==> src/rtl/counter_arbiter.sv <==
// Round-robin arbiter sharing one saturating up/down counter among N requesters.
// A granted requester gets a tenure of at most MAX_BURST operations, each answered with ack or nack.
module counter_arbiter #(
    parameter int unsigned N         = 4,
    parameter int unsigned W         = 8,
    parameter int unsigned MAX_BURST = 4,
    parameter int unsigned LIMIT     = (2 ** W) - 1
) (
    input  logic             clk_i,
    input  logic             rst_i,
    input  logic [N-1:0]     req_i,
    input  logic [2*N-1:0]   op_i,
    output logic [N-1:0]     gnt_o,
    output logic [N-1:0]     ack_o,
    output logic [N-1:0]     nack_o,
    output logic [W-1:0]     count_o,
    output logic             busy_o,
    output logic             full_o,
    output logic             empty_o
);

    localparam int unsigned IW = $clog2(N);
    localparam int unsigned BW = 8;

    typedef enum logic {
        S_IDLE = 1'b0,
        S_OWN  = 1'b1
    } state_t;

    state_t          r_state;
    logic [IW-1:0]   r_owner;
    logic [IW-1:0]   r_last;
    logic [BW-1:0]   r_burst;
    logic [W-1:0]    r_count;
    logic [N-1:0]    r_gnt;
    logic [N-1:0]    r_ack;
    logic [N-1:0]    r_nack;
    logic            r_busy;

    logic            w_found;
    logic [IW-1:0]   w_sel;
    logic [IW-1:0]   w_idx;
    logic [1:0]      w_op;
    logic            w_apply;
    logic [W-1:0]    w_next;

    // First requesting index after the last owner, with wrap-around.
    always_comb begin
        w_found = 1'b0;
        w_sel   = '0;
        w_idx   = '0;
        for (int unsigned i = 1; i <= N; i++) begin
            w_idx = IW'((32'(r_last) + i) % N);
            if (!w_found && req_i[w_idx]) begin
                w_found = 1'b1;
                w_sel   = w_idx;
            end
        end
    end

    // Owner's operation decode against the saturation bounds.
    always_comb begin
        w_op    = op_i[{r_owner, 1'b0} +: 2];
        w_apply = 1'b0;
        w_next  = r_count;
        case (w_op)
            2'b01: begin
                w_apply = (r_count < W'(LIMIT));
                w_next  = r_count + W'(1);
            end
            2'b10: begin
                w_apply = (r_count != '0);
                w_next  = r_count - W'(1);
            end
            default: begin
                w_apply = 1'b0;
                w_next  = r_count;
            end
        endcase
    end

    always_ff @(posedge clk_i) begin
        if (rst_i) begin
            r_state <= S_IDLE;
            r_owner <= '0;
            r_last  <= IW'(N - 1);
            r_burst <= '0;
            r_count <= '0;
            r_gnt   <= '0;
            r_ack   <= '0;
            r_nack  <= '0;
            r_busy  <= 1'b0;
        end else begin
            r_ack  <= '0;
            r_nack <= '0;
            case (r_state)
                S_IDLE: begin
                    if (w_found) begin
                        r_state <= S_OWN;
                        r_owner <= w_sel;
                        r_gnt   <= N'(1) << w_sel;
                        r_busy  <= 1'b1;
                        r_burst <= '0;
                    end
                end
                S_OWN: begin
                    if (!req_i[r_owner]) begin
                        r_state <= S_IDLE;
                        r_gnt   <= '0;
                        r_busy  <= 1'b0;
                        r_last  <= r_owner;
                    end else begin
                        if (w_apply) begin
                            r_count        <= w_next;
                            r_ack[r_owner] <= 1'b1;
                        end else begin
                            r_nack[r_owner] <= 1'b1;
                        end
                        r_burst <= r_burst + BW'(1);
                        // Tenure ends after the op that fills the burst budget.
                        if (r_burst == BW'(MAX_BURST - 1)) begin
                            r_state <= S_IDLE;
                            r_gnt   <= '0;
                            r_busy  <= 1'b0;
                            r_last  <= r_owner;
                        end
                    end
                end
                default: r_state <= S_IDLE;
            endcase
        end
    end

    assign gnt_o   = r_gnt;
    assign ack_o   = r_ack;
    assign nack_o  = r_nack;
    assign count_o = r_count;
    assign busy_o  = r_busy;
    assign full_o  = (r_count == W'(LIMIT));
    assign empty_o = (r_count == '0);

endmodule

==> config.mk <==
export PLATFORM = sky130hd
export DESIGN_NAME = counter_arbiter
export DESIGN_NICKNAME = d
export VERILOG_FILES = /design/src/rtl/counter_arbiter.sv
export SDC_FILE = /design/constraint.sdc
export NUM_CORES = 1
export LEC_CHECK = 0
export ABC_CLOCK_PERIOD_IN_PS = 4500
export CAP_MARGIN = 5
export CORE_MARGIN = 4
export CORE_UTILIZATION = 51
export DETAILED_ROUTE_END_ITERATION = 10
export PLACE_DENSITY = 0.8
export SLEW_MARGIN = 30
export SYNTH_ARGS = -nofsm -noshare
export SYNTH_HDL_FRONTEND = slang
export SYNTH_SLANG_ARGS = --single-unit
==> constraint.sdc <==
create_clock -name clk_i -period 4.5 [get_ports clk_i]
set_input_delay 0.9 -clock clk_i [delete_from_list [all_inputs] [get_ports clk_i]]
set_output_delay 0.9 -clock clk_i [all_outputs]
set_load 0.1 [all_outputs]
======== Word level (Yosys, flattened, before mapping) ========
Index checks and enable logic that the tools add are counted.
storage, ports and cells
  register bits after elaboration ......... 34
  bits of input ports ..................... 14
  output and inout port bits .............. 23
cells by class
  $add $sub $neg .......................... 7
  magnitude comparators ................... 7
  eq/ne operators ......................... 8
  shifts and indexed selects .............. 2
  multiplexer cells ....................... 39
  bitwise logic cells ..................... 3
  reductions and logical operators ........ 17
operators by type and width
  kind                                                                          number
  8-bit one-hot mux with 2 select lines                                         2
  8-bit by 1-bit adder with 8-bit output, second input constant                 2
  1-bit two-way mux                                                             16
  8-bit two-way mux                                                             2
  2-bit by 3-bit less-than comparator with 1-bit output, second input constant  5
  2-bit two-way mux                                                             6
  4-bit two-way mux                                                             3
  1-bit binary-select mux with 2-bit select                                     5
  8-bit by 2-bit equality test with 1-bit output, second input constant         1
  8-bit equality test, second input constant                                    1
  8-bit zero test                                                               1
  8-bit less-than comparator, second input constant                             1
  4-bit one-hot mux with 2 select lines                                         1
  2-bit AND reduction                                                           4
  8-bit nonzero test                                                            1
  4-bit OR reduction                                                            2
  8-bit by 4-bit indexed part select with 2-bit output                          1
  8-bit by 1-bit subtractor with 8-bit output, second input constant            1
  1-bit one-hot mux with 2 select lines                                         3
  2-bit by 1-bit adder with 2-bit output, second input constant                 2
  2-bit adder, second input constant                                            2
  1-bit logical AND                                                             4
  2-bit by 1-bit != test with 1-bit output, second input constant               2
  4-bit AND reduction                                                           1
  other kinds (10)                                                              14

======== Logic depth before layout (Yosys ltp) ========
Gate-level depths: netlist of the first run.
  depth in word-level cells ............... 16
  gate-level depth with buffers ........... 10
  mapped depth without buffers ............ 9

======== Worst setup path before layout of the first run ========
OpenSTA, ideal clock, no wires.
  path type ............................... register to output
  from .................................... register r_count[0], in the netlist count_o[0]
  to ...................................... output full_o
  arrival ................................. 2.707 ns
  data required time ...................... 3.600 ns
  slack ................................... 0.893 ns
  cell stages (with the launch flop) ...... 3
  path buffers ............................ 0
  path through ............................ dfxtp_1 nand4_1 nor2_1
on the way
  longest elaborated chain between the ends .. 1
RTL lines
  item                    line  RTL
  start, declared         34    logic [W-1:0] r_count;
  start signal, assigned  114   r_count <= w_next;
  8-bit equality test     139   assign full_o = (r_count == W'(LIMIT));
  end, declared           18    output logic full_o,
No other way between the ends.

======== Worst setup path after layout of the first run ========
  from .................................... input op_i[4]
  to ...................................... register r_count[7], in the netlist count_o[7]
on the way
  longest elaborated chain between the ends .. 4
  elaborated cells on any way between the ends .. 7
RTL lines
  item                                                                                          line  RTL
  start, declared                                                                               12    input logic [2*N-1:0] op_i,
  8-bit by 4-bit indexed part select with 2-bit output (*)                                      63    w_op = op_i[{r_owner, 1'b0} +: 2];
  2-bit equality test / 2-bit by 1-bit equality test with 1-bit output (equally long branches)  66    case (w_op)
  1-bit one-hot mux with 2 select lines / 2-bit nonzero test (equally long branches)            -
  4-bit AND reduction (no line)                                                                 -
Mark *: on every way between the ends. The rest lies on a longest branch, timed or not.
A chain may end at the register's enable or synchronous reset.

==> results of run 1 <==
[routing by layer]
metal  GRT usage [%]  vias up  share of wire (%)
li1                -      819                  -
met1            26.3      743                 49
met2            28.1       35                 44
met3            5.83        5                6.0
met4            5.21        0               0.95
met5               0        -                  0
[final timing paths]
path                                    to  depth (start not counted)
worst min register to register      busy_o                          2
worst max-delay path            count_o[7]                         10
worst max register to register  count_o[7]                          9
worst min-delay path                busy_o                          2
[power by group]
part	leakage, nW	switching, mW	total [mW]	internal [mW]
sequential	0.276	0.0160	0.330	0.314
clock	0.0472	0.112	0.235	0.123
combinational	0.569	0.142	0.221	0.0784
total	0.892	0.270	0.785	0.515
[cell usage after synthesis (4+ instances only)]
library cell / instances
a211oi_1: 6
a21o_1: 5
a21oi_1: 11
clkbuf_1: 6
dfxtp_1: 34
ha_1: 9
inv_1: 8
mux2i_1: 8
nand2_1: 10
nand2b_1: 6
nand3_1: 6
nor2_1: 32
nor2b_1: 5
nor3_1: 5
o21ai_0: 4
xnor2_1: 9
[layout make-up]
| type | instances | area [um^2] | area share (%) |
|---|---|---|---|
| Clock buffer | 6 | 82.6 | 3.50 |
| Clock inverter | 2 | 12.5 | 0.530 |
| Inverter | 8 | 30.0 | 1.27 |
| Multi-Input combinational cell | 160 | 1140 | 48.1 |
| Sequential cell | 34 | 681 | 28.8 |
| Tap cell | 46 | 57.6 | 2.44 |
| Timing Repair Buffer | 36 | 360 | 15.3 |
[through the flow]
stage | utilization, % | cell area [um^2] | worst slack (ps) | hold WS (ps)
2_1_floorplan | - | 1870 | 893 | 458
3_3_place_gp | 65.8 | 2260 | 523 | 447
3_5_place_dp | 65.8 | 2260 | 465 | 451
4_1_cts | 68.6 | 2360 | 748 | 462
5_1_grt | 68.6 | 2360 | 556 | 494
6_report | 68.6 | 2360 | 726 | 460
[worst min-delay path, delay by kind of cell, from the launching register on]
kind | cells | cell delay [ps]
AO/OA/AOI/OAI | 1 | 50
flip-flops | 1 | 310
AND/OR/NAND/NOR | 1 | 50
[kinds of logic after synthesis]
logic type / after synthesis
flops: 34
buf+inv: 15
simple gates: 79
mux: 14
compound gates: 47
fa+ha+maj: 10
xor+xnor: 10
[layout by cell type, fill, tap and decap left out, types with 6 or more instances in the layout]
cell | synthesis | layout
nand2b_1 | 6 | 6
nor2_1 | 32 | 32
clkdlybuf4s50_1 | 0 | 36
a21oi_1 | 11 | 11
a211oi_1 | 6 | 6
xnor2_1 | 9 | 9
nand2_1 | 10 | 10
dfxtp_1 | 34 | 34
inv_1 | 8 | 8
nand3_1 | 6 | 6
ha_1 | 9 | 9
mux2i_1 | 8 | 8
clkbuf_8 | 0 | 6
[flip-flops by register name, indices dropped and copies added, names as in the netlist]
name / count
r_owner: 2
ack_o: 4
count_o: 8
nack_o: 4
gnt_o: 4
r_state: 1
r_last: 2
busy_o: 1
r_burst: 8
==> reports/qor.yml, run 1 <==
synth.area.mux_share_pct: 9.28
synth_top_cells_by_area: "dfxtp_1 (36%), nor2_1 (6.4%), ha_1 (6.0%), mux2i_1 (4.3%), xnor2_1 (4.2%)"
dp_hpwl_mm: 2.95
cts.sinks: 34
hold_violations: 0
cts_buffer_depth: 2
gr-usage-all-layers_pct: 18.9
status: "finished clean"
syn_to_final_growth_pct: 25.9
die_h_um: 68.6
period_share_pct: 83.9
synth_area_leader_cell: "dfxtp_1"
endpoint_kind: "flop"
avgRoutedWirePerCell_um: 13.7
powerDensity_nw_per_um2: 333
synth_edf_count: 0
synth_compound_area_share_pct: 18.3
grt_pass1_vias: 1450
synth_xor_xnor_area_share_pct: 4.67
worst_hold_path_type: "flop to flop"
cp_max_fo: 10
antenna_found_initial: 0
p_leak_nw: 0.892
syn_inst: 209
power_mw: 0.786
clkTransAtPathRegs_ps: 70
ir_drop_uv: 220
r2r-start: "r_owner[0]"
path_delay_family: "multiplexers"
hold_start: "busy_o"
arrival_ps: 3960
critPathMaxStageDelay_ps: 480
portBuffers: 36
cts_max_level: 2
startpoint_type: "input port"
finalWeightedCongestion: 0.868
finalCriticalPeriod_ps: 3770
final.fill_count: 280
ant_nets: 0
drv_cap: 0
worstMarginPinSlew_ps: 995
core_um2: 3440
clk_latency_ps: 290
synth_fp_nets: 233
synthArstFlopShare_pct: 0
drc_errors: 0
die_w_um: 68.6
grt_max_degree: 25
cp.required_ps: 4680
io_pins: 37
dp.cells: 284
syn_avg_cell_area_um2: 8.97
ys_ff_latch: 34
layout.nets: 269
synth_top_family_by_area: "simple AND/OR/NAND/NOR gates"
postCtsResizedCells: 0
first_pass_iters: 4
cts_setup_buffers: 0
ys_seq_area_share_pct: 36.3
yosysTopAreaCellShare_pct: 36.3
crit_buf_inv: 2
synthAdderAreaFrac_pct: 7.08
grt_first_pass_wirelength_mm: 6.74
cts_buffers: 5
layout-drive-gt1-share_pct: 8.54
fin_setup_tns_ps: 0
cp_cell_sequence: "clkdlybuf4s50_1 > mux4_2 > inv_1 > ha_1 > ha_1 > a21o_1 > a221oi_1 > a21oi_1 > mux2_2 > mux2_4"
grt_overflow: 0
vias_per_cell: 5.49
synthFlopType: "dfxtp_1"
rows: 21
reg2reg_slack_ps: 1150
insertedDiodeCount: 0
cts_hold_buf: 0
setup_violations: 0
cts_root_buf: "clkbuf_8"
dieArea_um2: 4710
timing.fmax_ghz: 0.265
wl_mm: 4.01
yosys.area_share.simple_pct: 21.3
start_util_pct: 54.5
relSlewSlack_pct: 33.4
yosysUniqueCellTypes: 44
critPathLaunch: "op_i[4]"
drv_slew: 0
finClkSkew_ps: 6.17
slowest_stage: "mux4_2"
cts_tree: "done"
worstSetupPathType: "input port to flop"
crit_path_frequent_cell: "ha_1"
vias: 1602
layout.cells.non_filler: 292
ys_warn_count: 0
netlist_area_um2: 1870
drt_iter0_markers: 102
rsz0062_at_grt: "no"
(Power assumes the default switching activity.)
==> run 2: changes to the inputs <==
ABC_CLOCK_PERIOD_IN_PS = 3700   (was 4500)
clock period = 3.7 ns   (was 4.5 ns; I/O delays follow)
==> reports/qor.yml, run 2 (synthesized netlist as in run 1, its figures left out) <==
hold_depth: 2  # unchanged
crit_path_frequent_cell: "ha_1"  # unchanged
core_um2: 3440  # unchanged
antenna_found_initial: 0  # unchanged
grt_max_degree: 25  # unchanged
top_layer: "met4"  # unchanged
clk_latency_ps: 280  # was 290 ps
vias_per_cell: 5.60  # was 5.49
slowest_stage: "mux4_2"  # unchanged
final_cell_mix: "dfxtp_1 (34), clkdlybuf4s50_1 (34), nor2_1 (32)"  # was clkdlybuf4s50_1 (36), dfxtp_1 (34), nor2_1 (32)
drt_iter0_markers: 94  # was 102
cts_tree: "done"  # unchanged
hold_start: "busy_o"  # unchanged
io_pins: 37  # unchanged
layout-drive-gt1-share_pct: 11.8  # was 8.54%
worst_hold_path_type: "flop to flop"  # unchanged
worstSetupPathDepth: 10  # unchanged
dieArea_um2: 4710  # unchanged
critPathLaunch: "op_i[6]"  # was op_i[4]
fin_setup_tns_ps: 0  # unchanged
reg2reg_slack_ps: 530  # was 1150 ps
dp_hpwl_mm: 3.08  # was 2.95 mm
portBuffers: 36  # unchanged
die_w_um: 68.6  # unchanged
clkTransAtPathRegs_ps: 70  # about the same
cts_max_level: 2  # unchanged
die_h_um: 68.6  # unchanged
wl_met1_mm: 2.01  # was 1.98 mm
wl_mm: 4.20  # was 4.01 mm
drv_slew: 0  # unchanged
final.fill_count: 297  # was 280
start_util_pct: 54.5  # unchanged
ant_nets: 0  # unchanged
cts_hold_buf: 0  # unchanged
startpoint_type: "input port"  # unchanged
wl_met3_um: 257  # was 241 um
drv_cap: 0  # unchanged
postCtsResizedCells: 0  # unchanged
endpoint_kind: "flop"  # unchanged
hold_violations: 0  # unchanged
grt_pass1_vias: 1584  # was 1,450
avgRoutedWirePerCell_um: 14.0  # was 13.7 um
crit_buf_inv: 2  # unchanged
rsz0062_at_grt: "no"  # unchanged
cp.required_ps: 3870  # was 4680 ps
critPathMaxStageDelay_ps: 500  # was 480 ps
relSlewSlack_pct: 34.5  # was 33.4%
powerDensity_nw_per_um2: 419  # was 333 nW/um^2
ir_drop_uv: 251  # was 220 uV
wl_met2_mm: 1.84  # was 1.74 mm
gr-usage-all-layers_pct: 20.2  # was 18.9%
vias: 1685  # was 1,602
insertedDiodeCount: 0  # unchanged
period_share_pct: 93.2
dp.cells: 293  # was 284
first_pass_iters: 4  # unchanged
cp_max_fo: 6  # was 10
path_delay_family: "multiplexers"  # unchanged
cp_cell_sequence: "clkdlybuf4s50_1 > mux4_2 > inv_1 > ha_1 > ha_1 > a21o_1 > a221oi_1 > a21oi_1 > mux2_2 > mux2_4"  # unchanged
finalCriticalPeriod_ps: 3450
cts_root_buf: "clkbuf_8"  # unchanged
arrival_ps: 3620  # was 3960 ps
reg2regPathDepth: 9  # unchanged
worstSetupPathType: "input port to flop"  # unchanged
hold_end: "busy_o"  # unchanged
final_area_um2: 2430  # was 2360 um^2
grt_overflow: 0  # unchanged
finalWeightedCongestion: 0.914  # was 0.868
status: "finished clean"  # unchanged
layout.nets: 278  # was 269
finClkSkew_ps: 4.50  # was 6.17 ps
worstMarginPinSlew_ps: 979  # was 995 ps
drc_errors: 0  # unchanged
cts.sinks: 34  # unchanged
r2r-start: "r_owner[0]"  # unchanged
cts_buffer_depth: 2  # unchanged
place_area_um2: 2330  # was 2260 um^2
reg2reg_to: "count_o[7]"  # unchanged
rows: 21  # unchanged
grt_first_pass_wirelength_mm: 7.09  # was 6.74 mm
layout.cells.non_filler: 301  # was 292
syn_to_final_growth_pct: 29.8  # was 25.9%
cts_setup_buffers: 0  # unchanged
p_leak_nw: 0.945  # was 0.892 nW
cts_buffers: 5  # unchanged
timing.fmax_ghz: 0.290
setup_violations: 0  # unchanged
run 2: stage by stage:
step	hold slack [ps]	power (mW)	utilization (%)	setup slack (ps)
3_3_place_gp	448	0.690	67.6	76.3
3_5_place_dp	449	0.695	67.6	-22.5
5_1_grt	489	1.07	70.7	128
2_1_floorplan	458	0.613	-	253
6_report	454	1.02	70.7	252
4_1_cts	459	1.03	70.7	249
run 2: how the worst max path moves through the flow:
stage,to
2_1_floorplan,full_o
3_3_place_gp,count_o[7]
3_5_place_dp,count_o[7]
4_1_cts,count_o[7]
5_1_grt,count_o[7]
6_report,count_o[7]
run 2: worst min-delay path, cell delays in order (launching register included):
cell and delay [ps]:
dfxtp_1 310, nand2_1 50, a21oi_1 50
run 2: per-layer routing:
layer | vias to the layer above | global-route usage, %
met5 | - | 0
met4 | 0 | 7.44
met3 | 12 | 5.19
met2 | 43 | 31.0
met1 | 789 | 27.1
li1 | 841 | -
run 2: layout make-up:
type | count | area (um^2) | share of cell area (%)
Sequential cell | 34 | 681 | 28.0
Clock buffer | 7 | 76.3 | 3.14
Tap cell | 46 | 57.6 | 2.37
Multi-Input combinational cell | 160 | 1140 | 46.7
Timing Repair Buffer | 45 | 423 | 17.4
Clock inverter | 1 | 30.0 | 1.23
Inverter | 8 | 30.0 | 1.23
run 2: report_power, final:
| group | total, mW | internal, mW | switching, mW |
|---|---|---|---|
| clock network | 0.330 | 0.201 | 0.129 |
| logic | 0.291 | 0.108 | 0.182 |
| registers | 0.398 | 0.382 | 0.0168 |
| total | 1.02 | 0.691 | 0.328 |
